## src/rtl/mem_ctrl_pkg.sv

```systemverilog
// Shared types and constants for the memory controller slice.
package mem_ctrl_pkg;

  typedef enum logic [2:0] {
    IDLE,
    D_REQ,
    D_WAIT,
    D_RESP,
    I_REQ,
    I_WAIT
  } state_t;

  localparam int WORD_OFFSET_BITS = 2;
  localparam logic [31:0] DEFAULT_TIMEOUT_DATA = 32'hDEADBEEF;

endpackage

```

## src/rtl/mem_ctrl_ibuf.sv

```systemverilog
// One-entry tagged instruction buffer; the tag is the word address of the stored instruction.
module mem_ctrl_ibuf
  import mem_ctrl_pkg::*;
#(
  parameter int ADDR_W = 32,
  parameter int DATA_W = 32
) (
  input  logic                               clk,
  input  logic                               rst,
  input  logic                               fill,
  input  logic [ADDR_W-WORD_OFFSET_BITS-1:0] fill_tag,
  input  logic [DATA_W-1:0]                  fill_data,
  input  logic [ADDR_W-1:0]                  lookup_addr,
  input  logic                               invalidate,
  output logic                               hit,
  output logic [DATA_W-1:0]                  data
);

  logic                               buf_valid;
  logic [ADDR_W-WORD_OFFSET_BITS-1:0] buf_tag;
  logic [DATA_W-1:0]                  buf_data;

  // Invalidate takes precedence over a fill arriving in the same cycle.
  always_ff @(posedge clk) begin
    if (rst || invalidate) begin
      buf_valid <= 1'b0;
      buf_tag   <= '0;
      buf_data  <= '0;
    end else if (fill) begin
      buf_valid <= 1'b1;
      buf_tag   <= fill_tag;
      buf_data  <= fill_data;
    end
  end

  assign hit  = buf_valid && (buf_tag == lookup_addr[ADDR_W-1:WORD_OFFSET_BITS]);
  assign data = buf_data;

endmodule

```

## src/rtl/mem_ctrl.sv

```systemverilog
// Arbitrates CPU data and fetch ports onto one external word bus, with a
// one-entry instruction buffer and a saturating response timeout.
module mem_ctrl
  import mem_ctrl_pkg::*;
#(
  parameter int                ADDR_W       = 32,
  parameter int                DATA_W       = 32,
  parameter int                TIMEOUT      = 255,
  parameter logic [DATA_W-1:0] TIMEOUT_DATA = DATA_W'(DEFAULT_TIMEOUT_DATA)
) (
  input  logic              clk,
  input  logic              rst,
  input  logic [ADDR_W-1:0] cpu_instr_addr,
  output logic [DATA_W-1:0] cpu_instr_data,
  output logic              cpu_instr_valid,
  input  logic [ADDR_W-1:0] cpu_addr,
  input  logic [DATA_W-1:0] cpu_wr_data,
  input  logic              cpu_wr,
  input  logic              cpu_rd,
  output logic [DATA_W-1:0] cpu_rd_data,
  output logic              cpu_valid,
  output logic              err_timeout,
  output logic              ext_req,
  output logic              ext_we,
  output logic [ADDR_W-1:0] ext_addr,
  output logic [DATA_W-1:0] ext_wdata,
  input  logic              ext_ready,
  input  logic              ext_rvalid,
  input  logic [DATA_W-1:0] ext_rdata
);

  localparam int CNT_W = $clog2(TIMEOUT + 1);
  localparam logic [CNT_W-1:0] CNT_MAX = CNT_W'(TIMEOUT);

  state_t            state;
  state_t            next_state;
  logic [CNT_W-1:0]  wait_cnt;
  logic              accept;
  logic              in_wait;
  logic              rsp_to;
  logic              ibuf_fill;
  logic              ibuf_hit;
  logic [DATA_W-1:0] ibuf_fill_data;

  assign accept         = ext_req && ext_ready;
  assign in_wait        = (state == D_WAIT) || (state == I_WAIT);
  assign rsp_to         = in_wait && !ext_rvalid && (wait_cnt == CNT_MAX);
  assign ibuf_fill      = (state == I_WAIT) && (ext_rvalid || rsp_to);
  assign ibuf_fill_data = ext_rvalid ? ext_rdata : TIMEOUT_DATA;
  assign cpu_valid      = (state == D_RESP);

  mem_ctrl_ibuf #(
    .ADDR_W(ADDR_W),
    .DATA_W(DATA_W)
  ) u_ibuf (
    .clk        (clk),
    .rst        (rst),
    .fill       (ibuf_fill),
    .fill_tag   (ext_addr[ADDR_W-1:WORD_OFFSET_BITS]),
    .fill_data  (ibuf_fill_data),
    .lookup_addr(cpu_instr_addr),
    .invalidate (1'b0),
    .hit        (ibuf_hit),
    .data       (cpu_instr_data)
  );

  assign cpu_instr_valid = ibuf_hit;

  always_ff @(posedge clk) begin
    if (rst) state <= IDLE;
    else     state <= next_state;
  end

  // Data accesses always win over a fetch miss; neither preempts an access in flight.
  always_comb begin
    next_state = state;
    case (state)
      IDLE: begin
        if (cpu_wr || cpu_rd) next_state = D_REQ;
        else if (!ibuf_hit)   next_state = I_REQ;
      end
      D_REQ:  if (accept) next_state = ext_we ? D_RESP : D_WAIT;
      D_WAIT: if (ext_rvalid || rsp_to) next_state = D_RESP;
      D_RESP: next_state = IDLE;
      I_REQ:  if (accept) next_state = I_WAIT;
      I_WAIT: if (ext_rvalid || rsp_to) next_state = IDLE;
      default: next_state = IDLE;
    endcase
  end

  // Request fields are loaded only when leaving IDLE, so they stay frozen through any ready stall.
  always_ff @(posedge clk) begin
    if (rst) begin
      ext_req     <= 1'b0;
      ext_we      <= 1'b0;
      ext_addr    <= '0;
      ext_wdata   <= '0;
      cpu_rd_data <= '0;
      err_timeout <= 1'b0;
      wait_cnt    <= '0;
    end else begin
      err_timeout <= rsp_to;
      if (state == IDLE && next_state == D_REQ) begin
        ext_req   <= 1'b1;
        ext_we    <= cpu_wr;
        ext_addr  <= {cpu_addr[ADDR_W-1:WORD_OFFSET_BITS], {WORD_OFFSET_BITS{1'b0}}};
        ext_wdata <= cpu_wr_data;
      end else if (state == IDLE && next_state == I_REQ) begin
        ext_req  <= 1'b1;
        ext_we   <= 1'b0;
        ext_addr <= {cpu_instr_addr[ADDR_W-1:WORD_OFFSET_BITS], {WORD_OFFSET_BITS{1'b0}}};
      end else if (accept) begin
        ext_req <= 1'b0;
      end

      if (in_wait) begin
        if (wait_cnt != CNT_MAX) wait_cnt <= wait_cnt + CNT_W'(1);
      end else begin
        wait_cnt <= '0;
      end

      if (state == D_WAIT) begin
        if (ext_rvalid)  cpu_rd_data <= ext_rdata;
        else if (rsp_to) cpu_rd_data <= TIMEOUT_DATA;
      end
    end
  end

endmodule

```

## config.mk

```make
export PLATFORM = sky130hd
export DESIGN_NAME = mem_ctrl
export DESIGN_NICKNAME = d
export VERILOG_FILES = /design/src/rtl/mem_ctrl_pkg.sv /design/src/rtl/mem_ctrl_ibuf.sv /design/src/rtl/mem_ctrl.sv
export SDC_FILE = /design/constraint.sdc
export NUM_CORES = 1
export LEC_CHECK = 0
export ABC_AREA = 1
export ABC_CLOCK_PERIOD_IN_PS = 2100
export CORE_UTILIZATION = 45
export CTS_CLUSTER_SIZE = 14
export DETAILED_ROUTE_END_ITERATION = 10
export PLACE_DENSITY = 0.78
export SYNTH_ARGS = -nofsm -noshare
export SYNTH_HDL_FRONTEND = slang
export SYNTH_SLANG_ARGS = --single-unit
```

## constraint.sdc

```tcl
create_clock -name clk -period 2.1 [get_ports clk]
set_input_delay 0.42 -clock clk [delete_from_list [all_inputs] [get_ports clk]]
set_output_delay 0.42 -clock clk [all_outputs]
set_load 0.01 [all_outputs]
```

==> impl_results.md, run 1 <==
* Outcome: complete, but fails checks
* Failing checks: setup timing
* Setup repair after global routing missed its margin: yes
* Leakage Power at 0.00458 µW
* Layout cells sized above 1 at 11.8%
* Largest area contributor in the netlist: dfxtp_1
* Antenna diodes at 0
* Clock sinks at 171
* Global routing usage on met3 at 6.89%
* Via count at 7863
* Netlist cell types at 32
* Port bufs at 260
* FP Rows at 46
* Core ar. at 0.0160 mm²
* Critical-path cell list: clkdlybuf4s50_1 -> inv_1 -> nand2_1 -> nand2_2 -> nand2_1 -> nor3_2 -> nand3_1 -> nor2_1 -> buf_2
* Largest stage delay, worst path at 420 ps
* Synth top area share at 46.2%
* Htree depth at 4
* CTS tree: built
* Width of the die at 130 µm
* Clk Latency, worst-skew pair at 420 ps
* TritonCTS Buffers at 17
* Die ar. at 0.0170 mm²
* Fin crit share at 102%
* Startpoint type of the worst setup path: primary input
* Final core utilization at 70.2%
* Clock transition time at the flip-flop clock pins of the worst setup and hold paths at 60 ps
* Fin. Hold Viols at 0
* Post-synth EDFFs at 0
* Critical path's top delay family: simple AND/OR/NAND/NOR gates
* Top cells by area, synth: dfxtp_1, nand2_1, a21oi_1, nor2_1, o21ai_0
* Worst VDD drop at 0.000595 V
* Clk_skew at 11.0 ps
* Iter 0 DRT Violations at 490
* Ys async rst share at 0%
* CTS Buffer Depth at 2
* Cells after Synth at 1061
* Max-slew violations at 0
* Grt total ovfl at 0
* Via/cell ratio at 5.02
* Yosys reg bits at 171
* Most used cell, CP: nand2_1
* Hold Crit Class: reg2reg
* F_max at 465 MHz
* Clock root cell: clkbuf_16
* WP data required at 1680 ps
* Routed Wire Length at 23200 µm
* Top Ports at 267
* Final min period at 2150 ps
* Worst Setup End Kind: output port
* Final Setup Violations at 1
* M2 GR Usage at 45.6%
* Worst hold margin at 459 ps
* Crit-path max FO at 2
* Primary FF master, synth: dfxtp_1
* # DRC at 0
* Area Growth Syn to Fin at 51.7%
* Starting Density at 46.3%
* Vias in the first global route at 7323
* Dpl hpwl at 16300 µm
* Mapped Area at 0.00740 mm²
* Routed wire per std cell at 14.8 µm
* Worst Path Class, Setup: in2out
* First-pass GRT wire length at 36200 µm
* Largest net degree at the start of global routing at 85
* Routed Antenna Nets at 0
* Initial antenna violation count at 0
* Maximum Capacitance Violations at 0
* Aggregate global-route resource usage at 27.3%
* Pre-antenna DRT Iters at 5
* Final worst slack at -52.0 ps
* Nets at 1473
* Die H at 130 µm
* GRT Max-Usage Layer: met2
* RD Place Congestion at 0.918
* Met1 Usage GRT at 34.7%
* Slowest cell on crit path: clkdlybuf4s50_1
* Syn Area/Cell at 6.98 µm²
* Most frequent cell after synthesis: nand2_1
* Buf/Inv on CP at 3
* Arrival time worst endpoint at 1730 ps
* Synth cell count leaders: nand2_1, dfxtp_1, nor2_1
* PD cells at 779 mW/mm²
* Post-synthesis sequential area ratio at 46.2%
* Ys Warns at 0
## per-layer routing
layer  wire (µm)  part of all wire, %
met4         384                  1.7
met5           0                    0
met3        1950                  8.4
met2       11100                   48
met1        9730                   42
## timing repair
item                                    in CTS  in global routing
resized for setup                           37                 18
buffers inserted                             2                  3
pin swaps                                    8                  8
hold buffers                                 0                  0
endpoints found under the setup margin       2                 60
## where the power goes
part / switching, µW / total [µW] / internal, µW
Clock: 1380 / 3200 / 1820
Sequential: 147 / 3610 / 3460
Combinational: 988 / 1940 / 949
## per-stage QoR
step                power [µW]  setup slack (ps)  instance area, µm²  TNS (ps)  std cells
floorplan                 4560               432                7410         0       1062
global placement          5570              -534               10500     -7810       1530
detailed placement        5590              -549               10500     -9100       1530
CTS                       8790             -25.6               11200     -25.6       1564
global route              9130              -164               11200      -165       1567
finish                    8750             -52.0               11200     -52.0       1567
## path summary, 6_finish.rpt
check / to / cells after the start / from / slack (ps)
setup / recovery: cpu_instr_valid / 9 / cpu_instr_addr[22] / -50
hold / removal: u_ibuf.data[29] / 2 / u_ibuf.data[29] / 460
setup reg to reg: u_ibuf.buf_tag[0] / 11 / wait_cnt[0] / 140
hold reg to reg: u_ibuf.data[29] / 2 / u_ibuf.data[29] / 460
## cells by family (layout without fill, tap and decap cells)
group                      after synthesis  count (layout)  synth area share [%]
and+or+nand+nor                        492             492                  27.7
AOI/OAI and AO/OA                      236             236                  16.4
DFF                                    171             171                  46.2
buffers and inverters                  151             440                  8.36
xor gates and xnor gates                 9               9                  1.06
adders and majority gates                1               1                 0.169
other                                    1               2                0.0506
## cell usage in the layout (no fill, tap or decap), types with 22 or more instances in the layout
cell / synthesis / final
o21ai_1: 21 / 22
nand2_1: 272 / 264
or2_2: 27 / 27
o21ai_0: 90 / 87
a21oi_1: 115 / 115
nor2_1: 128 / 128
buf_4: 8 / 46
clkdlybuf4s50_1: 0 / 240
nand3_1: 40 / 40
dfxtp_1: 171 / 167
inv_1: 87 / 81
## worst register-to-register path, stage by stage, from the launching register on
cell and delay (ps):
dfxtp_1 400, ha_2 240, nand3_1 90, nor2_1 130, nand2_1 110, nor2_4 150
a21oi_4 100, nor2_4 120, inv_2 80, buf_12 170, o21ai_0 180, a21oi_1 70
## sequential cells by signal, summed over array words and instances (netlist names)
| name | flops |
|---|---|
| err_timeout | 1 |
| cpu_rd_data | 32 |
| u_ibuf.buf_valid | 1 |
| state | 3 |
| wait_cnt | 8 |
| u_ibuf.buf_tag | 30 |
| ext_req | 1 |
| ext_we | 1 |
| ext_wdata | 32 |
| u_ibuf.data | 32 |
| ext_addr | 30 |
## area by class of cell
class	instances	area, µm²
fillers	1372	4770
multi-input cells	740	3470
flip-flops and latches	171	3430
repair buffers	316	3120
clock buffers	19	443
inverters	92	345
well taps	216	270
clock inverters	13	156
(Power assumes the default switching activity.)
==> inputs of run 2 (changes only) <==
CORE_MARGIN = 2   (was not set)
TNS_END_PERCENT = 10   (was not set)
==> run 2 against run 1 <==
Core utilization rose by 0.16 points. Setup slack improved by 59 ps. Critical endpoint unchanged. Sequential cell count did not move. First-iteration DRC count rose by 5.3%. Wire length rose by 4.2%. Worst hold slack got worse by 79 ps. Final area rose by 0.22%. Non-clock buffer count rose by 4. Largest power group unchanged. The run now ends clean. Critical path depth fell by 2.
==> impl_results.md, run 2 (synthesis gave the netlist of run 1 again) <==
* Max-slew violations at 0
* Die H at 132 µm
* Worst Setup End Kind: output port
* TritonCTS Buffers at 17
* Area Growth Syn to Fin at 52.0%
* Clock transition time at the flip-flop clock pins of the worst setup and hold paths at 70 ps
* Aggregate global-route resource usage at 26.7%
* Maximum Capacitance Violations at 0
* Pre-antenna DRT Iters at 6
* Most common cell after layout, fill and taps aside: nand2_1
* Clk Latency, worst-skew pair at 420 ps
* Width of the die at 132 µm
* F_max at 478 MHz
* Htree depth at 4
* Fin cells at 1570
* Routed Antenna Nets at 0
* Clock sinks at 171
* Worst hold margin at 380 ps
* CTS Buffer Depth at 2
* Routed wire per std cell at 15.4 µm
* Layout cells sized above 1 at 13.5%
* Routed Wire Length at 24200 µm
* Worst Path Class, Setup: in2out
* FP Rows at 46
* Fin crit share at 99.7%
* Iter 0 DRT Violations at 516
* Grt total ovfl at 0
* Clk_skew at 7.89 ps
* Die ar. at 0.0175 mm²
* Startpoint type of the worst setup path: primary input
* Initial antenna violation count at 0
* Crit-path max FO at 2
* Filler Cells Inserted at 1357
* WP data required at 1680 ps
* Via/cell ratio at 5.07
* Port bufs at 260
* Hold-fix buffers, CTS at 0
* Setup repair after global routing missed its margin: yes
* Vias in the first global route at 7625
* RD Place Congestion at 0.909
* Top Ports at 267
* Clock root cell: clkbuf_16
* Final min period at 2090 ps
* Core ar. at 0.0160 mm²
* Via count at 7956
* Leakage Power at 0.00469 µW
* Hold Crit Class: in2reg
* Largest net degree at the start of global routing at 85
* PD cells at 772 mW/mm²
* # DRC at 0
* Final Setup Violations at 0
* Outcome: completed
* Worst VDD drop at 0.000643 V
* Starting Density at 46.3%
* Nets at 1477
* CTS tree: built
* Most frequent cells in the layout: nand2_1, clkdlybuf4s50_1, dfxtp_1
* First-pass GRT wire length at 38200 µm
* Arrival time worst endpoint at 1670 ps
* Dpl hpwl at 16500 µm
* Antenna diodes at 0
* Fin. Hold Viols at 0
* Final core utilization at 70.3%
* Placed cells at 1532
run 2: cell count changes in the layout (fill, tap and decap cells not counted), moves of 3 or more:
| cell | previous run | this run |
|---|---|---|
| inv_2 | 11 | 14 |
| dfxtp_2 | 4 | 10 |
| dlymetal6s2s_1 | 3 | 16 |
| clkdlybuf4s50_1 | 240 | 229 |
| nand2_1 | 264 | 255 |
| dfxtp_1 | 167 | 161 |
| o21ai_1 | 22 | 26 |
| inv_1 | 81 | 78 |
| buf_12 | 9 | 4 |
| buf_4 | 46 | 55 |
| o21ai_0 | 87 | 83 |
| nand2_2 | 9 | 18 |
run 2: final cells by class:
cell class	instances	area, µm²	share of cell area [%]
Sequential cell	171	3440	30.5
Clock buffer	17	425	3.78
Inverter	92	345	3.07
Multi-Input combinational cell	740	3500	31.1
Clock inverter	14	156	1.39
Tap cell	216	270	2.40
Timing Repair Buffer	320	3120	27.8
run 2: repair_timing:
| item | CTS | global route |
|---|---|---|
| gates resized for setup | 28 | 62 |
| pin swaps | 9 | 15 |
| endpoints found under the setup margin | 2 | 62 |
| setup buffers | 3 | 4 |
run 2: metal layers:
layer  vias to the layer above  track usage (%)  part of all wire (%)
li1                       3949                -                     -
met1                      3643             32.7                    41
met2                       328             45.3                    49
met3                        36             7.96                   8.2
met4                         0             8.36                   1.9
met5                         -                0                     0
run 2: worst paths after layout:
path	startpoint	end	slack, ps	cells past startpoint
hold / removal	rst	u_ibuf.buf_tag[14]	380	4
setup / recovery	cpu_instr_addr[7]	cpu_instr_valid	7	7
hold reg to reg	u_ibuf.buf_tag[21]	u_ibuf.buf_tag[21]	460	2
setup reg to reg	wait_cnt[1]	u_ibuf.buf_tag[11]	100	11
run 2: worst max-delay path: stages:
cell and delay (ps):
clkdlybuf4s50_1 430, nand2_1 110, o21ai_1 100, nor4_2 260
nand2_1 80, nor2_1 120, buf_2 150
run 2: power breakdown:
group	switching [µW]	total [µW]	internal, µW
Sequential	151	3620	3460
Clock	1360	3130	1770
Combinational	1010	1950	940
Total	2520	8690	6180
run 2: through the flow:
stage | total power, µW | area (µm²) | TNS, ps | worst slack (ps)
floorplan | 4560 | 7410 | 0 | 432
global placement | 5560 | 10500 | -9830 | -532
detailed placement | 5580 | 10500 | -10730 | -549
CTS | 8710 | 11100 | -47.4 | -47.4
global route | 9080 | 11300 | -750 | -81.0
finish | 8690 | 11300 | 0 | 6.56
==> edit (config.mk and constraints of run 2) <==
`ADDR_W` is set to 32 in 2 places; all go to 64.
--- a/src/rtl/mem_ctrl_ibuf.sv
+++ b/src/rtl/mem_ctrl_ibuf.sv
@@ -4,3 +4,3 @@
 #(
-  parameter int ADDR_W = 32,
+  parameter int ADDR_W = 64,
   parameter int DATA_W = 32
--- a/src/rtl/mem_ctrl.sv
+++ b/src/rtl/mem_ctrl.sv
@@ -5,3 +5,3 @@
 #(
-  parameter int                ADDR_W       = 32,
+  parameter int                ADDR_W       = 64,
   parameter int                DATA_W       = 32,
Ports: changed (resized cpu_addr, cpu_instr_addr and ext_addr); port bits go from 267 to 363. The function was not compared with the original's and may differ.
==> edit against run 2 <==
- critical path type is now flip-flop to output pin
- wire length grew 61%
- design area grew 42%
- sequential power grew 39%
- utilization grew 0.17 points
- synthesized area grew 41%
- sequential cell count grew 64
- setup slack lost 0.21 ns
- the flow now finishes with violations (negative setup slack)
- largest cell class unchanged
- total power grew 50%
- critical path depth grew 4
==> edit: results (changes against run 2) <==
\begin{tabular}{lr}
\hline
Metric & Value \\
\hline
\multicolumn{2}{l}{\textbf{Place}} \\
HPWL Detailed & 25.8 mm (was 16.5 mm) \\
Global placement routability congestion & 0.859 (was 0.909) \\
Placed cell area & 0.0146 sq mm (was 0.0105 sq mm) \\
\multicolumn{2}{l}{\textbf{Routing}} \\
First DRT Iteration DRCs & 914 (was 516) \\
Drt total wl & 39.0 mm (was 24.2 mm) \\
Post-DR wirelength/cell & 17.5 um (was 15.4 um) \\
\multicolumn{2}{l}{\textbf{Power}} \\
Peak VDD IR & 632 uV (was 643 uV) \\
Leakage dissipation & 6.85 nW (was 4.69 nW) \\
\multicolumn{2}{l}{\textbf{Global routing}} \\
Global-route usage over all layers & 28.6\% (was 26.7\%) \\
Largest net degree at the start of global routing & 76 (was 85) \\
Vias in the first global route & 10835 (was 7625) \\
Antenna violations before repair & 3 (was 0) \\
\multicolumn{2}{l}{\textbf{CTS}} \\
Max Buffers Root-to-Sink & 3 (was 2) \\
Number of buffers inserted during clock tree synthesis & 26 (was 17) \\
Count of H-tree levels built during CTS & 1 (was 4) \\
Worst-skew pair later-pin latency & 0.53 ns (was 0.42 ns) \\
\multicolumn{2}{l}{\textbf{Status}} \\
Violations in the final reports & negative setup slack \\
Run status & complete, but fails checks (was completed) \\
\multicolumn{2}{l}{\textbf{Yosys}} \\
Main area contributors after synthesis & sky130\_fd\_sc\_hd\_\_dfxtp\_1 (45\%), sky130\_fd\_sc\_hd\_\_nand2\_1 (16\%), sky130\_fd\_sc\_hd\_\_a21oi\_1 (8.3\%) (was sky130\_fd\_sc\_hd\_\_dfxtp\_1 (46\%), sky130\_fd\_sc\_hd\_\_nand2\_1 (14\%), sky130\_fd\_sc\_hd\_\_a21oi\_1 (7.8\%)) \\
Number of different library cells in the post-synthesis netlist & 31 (was 32) \\
Sequential area share after synthesis & 45.1\% (was 46.2\%) \\
Cells after Synth & 1550 (was 1061) \\
Synth cell count leaders & sky130\_fd\_sc\_hd\_\_nand2\_1 (458), sky130\_fd\_sc\_hd\_\_dfxtp\_1 (235), sky130\_fd\_sc\_hd\_\_a21oi\_1 (173) (was sky130\_fd\_sc\_hd\_\_nand2\_1 (272), sky130\_fd\_sc\_hd\_\_dfxtp\_1 (171), sky130\_fd\_sc\_hd\_\_nor2\_1 (128)) \\
\multicolumn{2}{l}{\textbf{Timing}} \\
Min setup slack post-route & -0.208 ns (was 0.00656 ns) \\
Worst-case hold slack & 0.275 ns (was 0.380 ns) \\
Setup-failing EPs final & 64 (was 0) \\
Setup TNS & -2.96 ns (was 0 ns) \\
Final worst clock skew & 0.0128 ns (was 0.00789 ns) \\
\multicolumn{2}{l}{\textbf{Critical path}} \\
Reg2reg setup slack & -0.07 ns (was 0.10 ns) \\
R2r worst-path depth & 16 (was 11) \\
Signal arrival time at the worst endpoint & 1.89 ns (was 1.67 ns) \\
Stage delay of the slowest cell on the critical path & 0.35 ns (was 0.43 ns) \\
\multicolumn{2}{l}{\textbf{Min path}} \\
Worst Hold Path Cells & 2 (was 4) \\
\hline
\end{tabular}
[edit: power breakdown]
group / switching (W) / internal, W / leakage (nW)
Combinational: 0.00165 / 0.00150 / 4.47
Clock: 0.00186 / 0.00301 / 0.452
Sequential: 0.000238 / 0.00480 / 1.92
Total: 0.00375 / 0.00932 / 6.85
[edit: repair_timing]
item | 4_1_cts | 5_1_grt
setup endpoints to repair | 33 | 149
setup buffers | 1 | 5
pin swaps | 18 | 37
gates resized for setup | 60 | 96
endpoints found under the hold margin | 0 | 0
gates cloned | 0 | 8
[edit: worst max path at each step]
stage | end | slack [ns]
after CTS | cpu_instr_valid | -0.19
after global placement | cpu_instr_valid | -0.76
final | cpu_instr_valid | -0.21
after floorplan | u_ibuf.buf_tag[51] | 0.41
after global routing | cpu_instr_valid | -0.30
after detailed placement | cpu_instr_valid | -0.74
[edit: layout make-up]
class,count,share of cell area (%)
Clock inverter,10,0.953
Inverter,167,3.95
Antenna cell,4,0.0625
Clock buffer,38,4.79
Timing Repair Buffer,440,28.4
Multi-Input combinational cell,1050,30.1
Sequential cell,235,29.6
Tap cell,285,2.23
[edit: per-layer routing]
layer	track usage (%)	up-vias	share of wire, %
met5	0	-	0
met4	11.1	0	4.3
met3	7.37	102	9.9
met2	48.9	582	47
met1	34.5	5367	39
li1	-	5675	-
[edit: logic make-up (layout without fill, tap and decap cells)]
group	count (synthesis)	count (layout)	share of synthesized area [%]
xor+xnor	2	2	0.168
compound gates	380	380	18.6
simple gates	665	665	25.4
other cells	1	6	0.0360
buf+inv	266	655	10.6
flops	235	235	45.1
fa+ha+maj	1	1	0.120
[edit: critical path: cells and delay by family (launching register included)]
family | cells | cell delay [ns]
and+or+nand+nor | 8 | 0.75
DFF | 1 | 0.35
buffers and inverters | 3 | 0.24
[edit: per-stage QoR]
| stage | util, % | setup slack [ns] | power [W] |
|---|---|---|---|
| final | 70.5 | -0.208 | 0.0131 |
| after global routing | 70.5 | -0.297 | 0.0136 |
| after detailed placement | 64.2 | -0.743 | 0.00805 |
| after floorplan | - | 0.408 | 0.00644 |
| after global placement | 64.2 | -0.755 | 0.00802 |
| after CTS | 68.5 | -0.192 | 0.0129 |
